`src/rtl/dac_serial_pkg.sv`:
```
// Shared frame constants and FSM encoding for the DAC serial writer.
package dac_serial_pkg;

  typedef logic [1:0] state_t;

  localparam int           FRAME_W    = 32;
  localparam logic [3:0]   CMD_WR_UPD = 4'h3;
  localparam logic [31:0]  REF_FRAME  = 32'h0800_0001;

  localparam state_t ST_INIT  = 2'd0;
  localparam state_t ST_IDLE  = 2'd1;
  localparam state_t ST_SHIFT = 2'd2;
  localparam state_t ST_GAP   = 2'd3;

  function automatic logic [31:0] wr_frame(input logic [3:0] chan, input logic [15:0] data);
    return {4'h0, CMD_WR_UPD, chan, data, 4'h0};
  endfunction

endpackage

```
`src/rtl/dac_sclk_div.sv`:
```
// SCLK half-period divider: ticks every CLK_DIV cycles while enabled and
// tracks which SCLK half (high/low) is in progress.
module dac_sclk_div
  import dac_serial_pkg::*;
#(
  parameter int CLK_DIV = 2
) (
  input  logic i_clk,
  input  logic i_rst_n,
  input  logic i_en,
  output logic o_tick,
  output logic o_phase_hi
);

  localparam int CW = (CLK_DIV > 1) ? $clog2(CLK_DIV) : 1;
  localparam logic [CW-1:0] LAST = CW'(CLK_DIV - 1);

  logic [CW-1:0] r_cnt;
  logic          r_phase_hi;

  assign o_tick     = i_en && (r_cnt == LAST);
  assign o_phase_hi = r_phase_hi;

  always_ff @(posedge i_clk or negedge i_rst_n) begin
    if (!i_rst_n) begin
      r_cnt      <= '0;
      r_phase_hi <= 1'b1;
    end else if (!i_en) begin
      r_cnt      <= '0;
      r_phase_hi <= 1'b1;
    end else if (r_cnt == LAST) begin
      r_cnt      <= '0;
      r_phase_hi <= ~r_phase_hi;
    end else begin
      r_cnt <= r_cnt + CW'(1);
    end
  end

endmodule

```
`src/rtl/dac_serial_writer.sv`:
```
// Reader end of the DAC instruction queue: pops {chan, data} words and
// serialises each as a 32-bit frame (MSB first, DAC samples on SCLK fall).
module dac_serial_writer
  import dac_serial_pkg::*;
#(
  parameter int W_DATA   = 16,
  parameter int W_CHS    = 3,
  parameter int CLK_DIV  = 2,
  parameter int SYNC_GAP = 4,
  parameter int INIT_EN  = 1
) (
  input  logic              clk_in,
  input  logic              reset_in,
  input  logic [W_DATA-1:0] data_in,
  input  logic [W_CHS-1:0]  chan_in,
  input  logic              data_valid_in,
  output logic              rd_ack_out,
  output logic              dac_sclk_out,
  output logic              dac_sync_n_out,
  output logic              dac_din_out,
  output logic              busy_out
);

  localparam int GW = $clog2(SYNC_GAP + 1);
  localparam logic [GW-1:0] GAP_LAST = GW'(SYNC_GAP - 1);

  state_t             r_state;
  logic [FRAME_W-1:0] r_shreg;
  logic [4:0]         r_bitcnt;
  logic [GW-1:0]      r_gapcnt;
  logic               r_ack;
  logic               r_sclk;
  logic               r_sync_n;
  logic               r_busy;

  logic               w_shift_en;
  logic               w_tick;
  logic               w_phase_hi;
  logic               w_load;
  logic [3:0]         w_chan4;
  logic [FRAME_W-1:0] w_load_frame;

  always_comb begin
    w_chan4 = '0;
    w_chan4[W_CHS-1:0] = chan_in;
  end

  assign w_load       = (r_state == ST_INIT) || ((r_state == ST_IDLE) && data_valid_in);
  assign w_load_frame = (r_state == ST_INIT) ? REF_FRAME : wr_frame(w_chan4, data_in);
  assign w_shift_en   = (r_state == ST_SHIFT);

  dac_sclk_div #(.CLK_DIV(CLK_DIV)) u_sclk_div (
    .i_clk      (clk_in),
    .i_rst_n    (reset_in),
    .i_en       (w_shift_en),
    .o_tick     (w_tick),
    .o_phase_hi (w_phase_hi)
  );

  // din is the shift register MSB, so clearing the register at frame end idles din low.
  always_ff @(posedge clk_in or negedge reset_in) begin
    if (!reset_in) begin
      r_state  <= (INIT_EN != 0) ? ST_INIT : ST_IDLE;
      r_shreg  <= '0;
      r_bitcnt <= '0;
      r_gapcnt <= '0;
      r_ack    <= 1'b0;
      r_sclk   <= 1'b1;
      r_sync_n <= 1'b1;
      r_busy   <= 1'b0;
    end else begin
      r_ack <= w_load && (r_state == ST_IDLE);
      if (w_load) begin
        r_shreg  <= w_load_frame;
        r_bitcnt <= 5'd31;
        r_sclk   <= 1'b1;
        r_sync_n <= 1'b0;
        r_busy   <= 1'b1;
        r_state  <= ST_SHIFT;
      end else begin
        case (r_state)
          ST_SHIFT: begin
            if (w_tick) begin
              if (w_phase_hi) begin
                r_sclk <= 1'b0;
              end else if (r_bitcnt == 5'd0) begin
                r_shreg  <= '0;
                r_sclk   <= 1'b1;
                r_sync_n <= 1'b1;
                r_gapcnt <= '0;
                r_state  <= ST_GAP;
              end else begin
                r_shreg  <= {r_shreg[FRAME_W-2:0], 1'b0};
                r_sclk   <= 1'b1;
                r_bitcnt <= r_bitcnt - 5'd1;
              end
            end
          end
          ST_GAP: begin
            if (r_gapcnt == GAP_LAST) begin
              r_busy  <= 1'b0;
              r_state <= ST_IDLE;
            end else begin
              r_gapcnt <= r_gapcnt + GW'(1);
            end
          end
          default: ;
        endcase
      end
    end
  end

  assign rd_ack_out     = r_ack;
  assign dac_sclk_out   = r_sclk;
  assign dac_sync_n_out = r_sync_n;
  assign dac_din_out    = r_shreg[FRAME_W-1];
  assign busy_out       = r_busy;

endmodule
```
`config.mk`:
```
export PLATFORM = sky130hd
export DESIGN_NAME = dac_serial_writer
export DESIGN_NICKNAME = d
export VERILOG_FILES = /design/src/rtl/dac_serial_pkg.sv /design/src/rtl/dac_sclk_div.sv /design/src/rtl/dac_serial_writer.sv
export SDC_FILE = /design/constraint.sdc
export NUM_CORES = 1
export LEC_CHECK = 0
export CORE_ASPECT_RATIO = 0.9
export CORE_MARGIN = 5
export CORE_UTILIZATION = 50
export CTS_CLUSTER_DIAMETER = 200
export CTS_CLUSTER_SIZE = 10
export DETAILED_ROUTE_END_ITERATION = 16
export MAX_ROUTING_LAYER = met4
export PLACE_DENSITY = 0.75
export SLEW_MARGIN = 40
export SYNTH_ARGS = -nofsm -noshare
export SYNTH_HDL_FRONTEND = slang
export SYNTH_SLANG_ARGS = --single-unit
```
`constraint.sdc`:
```
create_clock -name clk_in -period 2.5 [get_ports clk_in]
set_input_delay 0.5 -clock clk_in [delete_from_list [all_inputs] [get_ports clk_in]]
set_output_delay 0.5 -clock clk_in [all_outputs]
set_load 0.01 [all_outputs]
```
# --- Word level (Yosys, flattened, before mapping) ---
# Cells that the tools add are included.
totals:
  wordCells: 88
  inputBits: 22
  ff_bits: 48
  out_inout_bits: 5
op_classes:
  n_bitwise: 2
  eq_ne: 15
  muxes: 38
  reduce_logical: 20
  addsub: 3
ops:
  columns: ["cell", "count"]
  rows:
  - ["$mux W32", 5]
  - ["$mux W28", 1]
  - ["$mux W5", 5]
  - ["$mux W1", 16]
  - ["$ne A2 B2 Y1 const B", 7]
  - ["$mux W3", 4]
  - ["$ne A3 B3 Y1 const B", 4]
  - ["$reduce_bool A2 Y1", 6]
  - ["$mux W2", 5]
  - ["$reduce_and A4 Y1", 2]
  - ["$pmux W3 S2", 1]
  - ["$reduce_and A6 Y1", 1]
  - ["$logic_not A5 Y1", 1]
  - ["$reduce_and A5 Y1", 1]
  - ["$sub A5 B1 Y5 const B", 1]
  - ["$eq A2 B2 Y1 const B", 2]
  - ["$pmux W2 S2", 1]
  - ["$reduce_and A2 Y1", 2]
  - ["$add A3 B1 Y3 const B", 1]
  - ["$eq A3 B2 Y1 const B", 1]
  - ["$logic_and A1 B1 Y1", 3]
  - ["$reduce_and A3 Y1", 1]
  - ["$reduce_bool A3 Y1", 1]
  - ["$eq A2 B1 Y1 const B", 1]
  - ["4 further kinds", 5]

# --- Longest topological paths before layout ---
logic_depth:
  word_depth: 6
  mapped_depth: 8
  mapped_depth_nobuf: 6

# --- By module ---
# From an unflattened synthesis, not the netlist that was laid out.
unflattened:
  cells_unflattened: 196
  hier_area_um2: 2122.0
by_module_without_submodules:
  columns: ["module", "seq_area_each_um2", "cells_per_inst", "instances", "area_each_um2"]
  rows:
  - ["dac_serial_writer", 1153.6, 190, 1, 2042.0]
  - ["dac_sclk_div", 51.3, 6, 1, 80.1]

# --- Least setup slack after synthesis ---
# OpenSTA, ideal clock, no wires.
synth_timing:
  kind: "reg-to-reg"
  from: "register r_bitcnt[0]"
  to: "register r_shreg[11]"
  slack_ps: 700
  synth_period_minus_slack_ps: 1800
  path_buffers: 2
  path_stages_with_launch: 9
  t_arrival_ps: 1674
  path_cell_list: "dfrtp_1 inv_1 ha_1 or4b_4 buf_6 buf_6 nand2_1 a21oi_1 a221o_1"
synth_via:
  elab_chain_len: 6
synth_lines:
  columns: ["item", "line_no", "text"]
  rows:
  - ["from (decl)", "dac_serial_writer.sv:29", "logic [4:0] r_bitcnt;"]
  - ["from (signal assigned)", "dac_serial_writer.sv:95", "r_bitcnt <= r_bitcnt - 5'd1;"]
  - ["$logic_not A5 Y1", "dac_serial_writer.sv:86", "end else if (r_bitcnt == 5'd0) begin"]
  - ["$mux W32", "dac_serial_writer.sv:86", null]
  - ["$mux W32", "dac_serial_writer.sv:84", "if (w_phase_hi) begin"]
  - ["$mux W32", "dac_serial_writer.sv:83", "if (w_tick) begin"]
  - ["$mux W32", "dac_serial_writer.sv:81", "case (r_state)"]
  - ["$mux W32", "dac_serial_writer.sv:73", "if (w_load) begin"]
  - ["to (signal assigned)", "dac_serial_writer.sv:74", "r_shreg <= w_load_frame;"]
  - ["to (signal assigned)", "dac_serial_writer.sv:93", "r_shreg <= {r_shreg[FRAME_W-2:0], 1'b0};"]
  - ["to (decl)", "dac_serial_writer.sv:28", "logic [FRAME_W-1:0] r_shreg;"]
# No other way between the ends. The select of a mux whose other input is x is not followed.
# A chain may end at the register's enable or synchronous reset.

# --- Worst setup path after layout ---
layout_timing:
  from: "register r_bitcnt[0]"
  to: "register r_bitcnt[2]"
layout_via:
  elab_chain_len: 6
layout_lines:
  columns: ["item", "line_no"]
  rows:
  - ["$sub A5 B1 Y5", "dac_serial_writer.sv:95"]
  - ["$mux W5", "dac_serial_writer.sv:86"]
  - ["$mux W5", "dac_serial_writer.sv:84"]
  - ["$mux W5", "dac_serial_writer.sv:83"]
  - ["$mux W5", "dac_serial_writer.sv:81"]
  - ["$mux W5", "dac_serial_writer.sv:73"]
# Several ways; a longest one is shown, not always the timed one. The select of a mux whose other input is x is not followed.

==> results.py <==
metrics = {
    "sta": {
        "fin_skew_ns": 0.00742,
        "setup_viol": 0,
        "slew_viol_final": 0,
        "clock.fmax_ghz": 0.501,
        "rsz0062_at_grt": "false",
        "fin_crit_sh": 0.799,
        "final_hold_viol_count": 0,
        "max_slew_margin": 0.670,
        "setup_ws_ns": 0.503,
        "fin_crit_ns": 2.00,
        "worstMarginPinSlew_ns": 0.495,
        "fin_setup_tns_ns": 0,
    },
    "synth": {
        "synth_edf_count": 0,
        "ys_types": 33,
        "ys_top_cells_by_area": "dfrtp_1 (49%), a221o_1 (7.9%), nand2_1 (5.1%)",
        "synth_flop_cell": "dfrtp_1",
        "synth_area_leader_cell": "dfrtp_1",
        "ys_top_cells_by_count": "dfrtp_1 (45), nand2_1 (31), a21oi_1 (22), o21ai_0 (22), a221o_1 (18)",
        "synth.avg_cell_area_sq_um": 10.0,
        "synth_top_area_frac": 0.493,
        "syn-cell-area_sq_um": 2290,
        "synth-seq-area-share": 0.527,
        "yosysWarningCount": 0,
        "mappedNetlistNets": 253,
        "async_reset_ff_frac": 1.00,
        "syn_inst": 228,
        "yosysMostFrequentCell": "dfrtp_1",
        "yosys_register_bits": 48,
    },
    "critical_path": {
        "worst-setup-path-type": "flip-flop to flip-flop",
        "cp-end-kind": "flip-flop",
        "start_kind": "flip-flop",
        "rrSetupSlack_ns": 0.50,
        "crit_fanout": 26,
        "worstPathArrival_ns": 2.18,
        "required_ns": 2.68,
    },
    "cts": {
        "clkTransAtPathRegs_ns": 0.09,
        "cts_tree": "built",
        "hold_buffers": 0,
        "cts_root_buf": "clkbuf_8",
        "htreeDepth": 2,
        "cts_setup_buffers": 0,
        "cts_buffers": 5,
        "cts.path.max_buffers": 2,
        "ctsResizeCount": 0,
        "clk_latency_ns": 0.30,
        "clkSinkCount": 48,
    },
    "placement": {
        "routabilityCongestion": 0.755,
        "dp.final_hpwl_mm": 3.17,
        "port_buffers": 26,
        "pre_cts_ws_ns": 0.299,
    },
    "detailed_routing": {
        "drc_errors": 0,
        "num_vias": 1810,
        "via_per_inst": 5.75,
        "routedWlPerCell_um": 15.2,
        "drtPass1Iterations": 4,
        "postRouteAntennaNets": 0,
        "wirelength_mm": 4.79,
        "first_iter_violations": 138,
    },
    "floorplan": {
        "start_util": 0.516,
        "design.die.area_sq_um": 6030,
        "die_h_um": 74.1,
        "io_pins": 27,
        "num_rows": 23,
        "coreArea_sq_um": 4430,
        "die_w_um": 81.3,
    },
    "global_route": {
        "overflow": 0,
        "grt_pass1_wl_mm": 8.49,
        "first_global_vias": 1781,
        "grt_usage": 0.188,
        "grt_max_degree": 38,
        "antenna_found_initial": 0,
    },
    "layout": {
        "seq_area_sq_um": 1200,
        "num_antenna_cells": 0,
        "multi_input_area_sq_um": 950,
        "fillerInstances": 376,
        "nets": 277,
        "drive_gt1_frac": 0.0988,
        "syn2layout_area_growth_pct": 17.7,
    },
    "power": {
        "ir_drop_v": 0.000349,
        "power.density_nw_per_um2": 515,
        "p_leak_nw": 1.24,
    },
    "min_path": {
        "holdCritPathClass": "input pin to asynchronous set/reset pin",
    },
    "flow_run": {
        "maxCapViolCount": 0,
    },
    "outcome": {
        "status": "completed",
    },
}
## critical path, stage by stage (launching register included)
cell and delay [ns]:
dfrtp_1 0.41, inv_1 0.07, ha_1 0.20, or4b_4 0.65, nor2b_4 0.24, a211oi_1 0.24
a31oi_1 0.06
## registers in the layout, indices dropped and copies added (netlist names)
| name | cells |
|---|---|
| r_state | 2 |
| dac_sync_n_out | 1 |
| u_sclk_div.o_phase_hi | 1 |
| rd_ack_out | 1 |
| r_gapcnt | 3 |
| r_shreg | 32 |
| r_bitcnt | 5 |
| busy_out | 1 |
| u_sclk_div.r_cnt | 1 |
| dac_sclk_out | 1 |
## routing by layer
| metal | global-route usage | up-vias | part of all wire |
|---|---|---|---|
| met5 | - | - | 0 |
| met4 | 0.0732 | 0 | 0.015 |
| met3 | 0.0424 | 8 | 0.057 |
| met2 | 0.265 | 53 | 0.43 |
| met1 | 0.262 | 876 | 0.49 |
| li1 | - | 873 | - |
## layout make-up
type                            count  share of cell area
Clock buffer                        5              0.0256
Clock inverter                      3              0.0158
Inverter                            8              0.0112
Multi-Input combinational cell    155               0.353
Sequential cell                    48               0.448
Tap cell                           62              0.0288
Timing Repair Buffer               34               0.118
## report_power, final
group	leakage, nW	internal (W)	switching, W
sequential	0.547	0.000777	0.000000580
combinational	0.636	0.0000316	0.0000211
clock	0.0541	0.000296	0.000259
total	1.24	0.00110	0.000280
## cells by family after synthesis
group	count (synthesis)	synth area share
buffers and inverters	25	0.0586
flip-flops	48	0.527
AO/OA/AOI/OAI	85	0.256
AND/OR/NAND/NOR	66	0.138
adder cells (fa/ha/maj)	3	0.0164
XOR/XNOR	1	0.00383
## path summary, 6_finish.rpt
check                        startpoint      endpoint  cells after the start
max                         r_bitcnt[0]   r_bitcnt[2]                      6
min                            reset_in    r_shreg[0]                      1
max reg2reg                 r_bitcnt[0]   r_bitcnt[2]                      6
min reg2reg                dac_sclk_out  dac_sclk_out                      2
max in group asynchronous      reset_in    r_shreg[3]                      2
min in group clk_in        dac_sclk_out  dac_sclk_out                      2
## cells in the final DEF, fill, tap and decap left out, types with 2 or more instances in the layout
cell              n
ha_1              3
nor2b_1           4
nor2_1           12
o21ai_0          22
clkdlybuf4s50_1  25
a21o_1            2
a22o_1            9
a211oi_1          3
nand3_1           5
nand2_1          31
a31oi_1           2
buf_4             9
nor3_1            2
a22oi_1           2
dfstp_2           3
a21oi_1          22
inv_1             8
clkbuf_8          5
a221o_1          18
nand2b_1          6
dfrtp_1          45
## per-stage QoR
stage,hold WS [ns],total power (W),cell area [sq um],std cells,util
finish,0.144,0.00138,2690,315,0.607
floorplan,0.204,0.000795,2290,228,-
global route,0.177,0.00143,2690,315,0.607
global placement,0.461,0.000846,2580,307,0.582
detailed placement,0.466,0.000846,2580,307,0.582
CTS,0.309,0.00140,2690,315,0.607
Power figures use the tool's default switching activity.
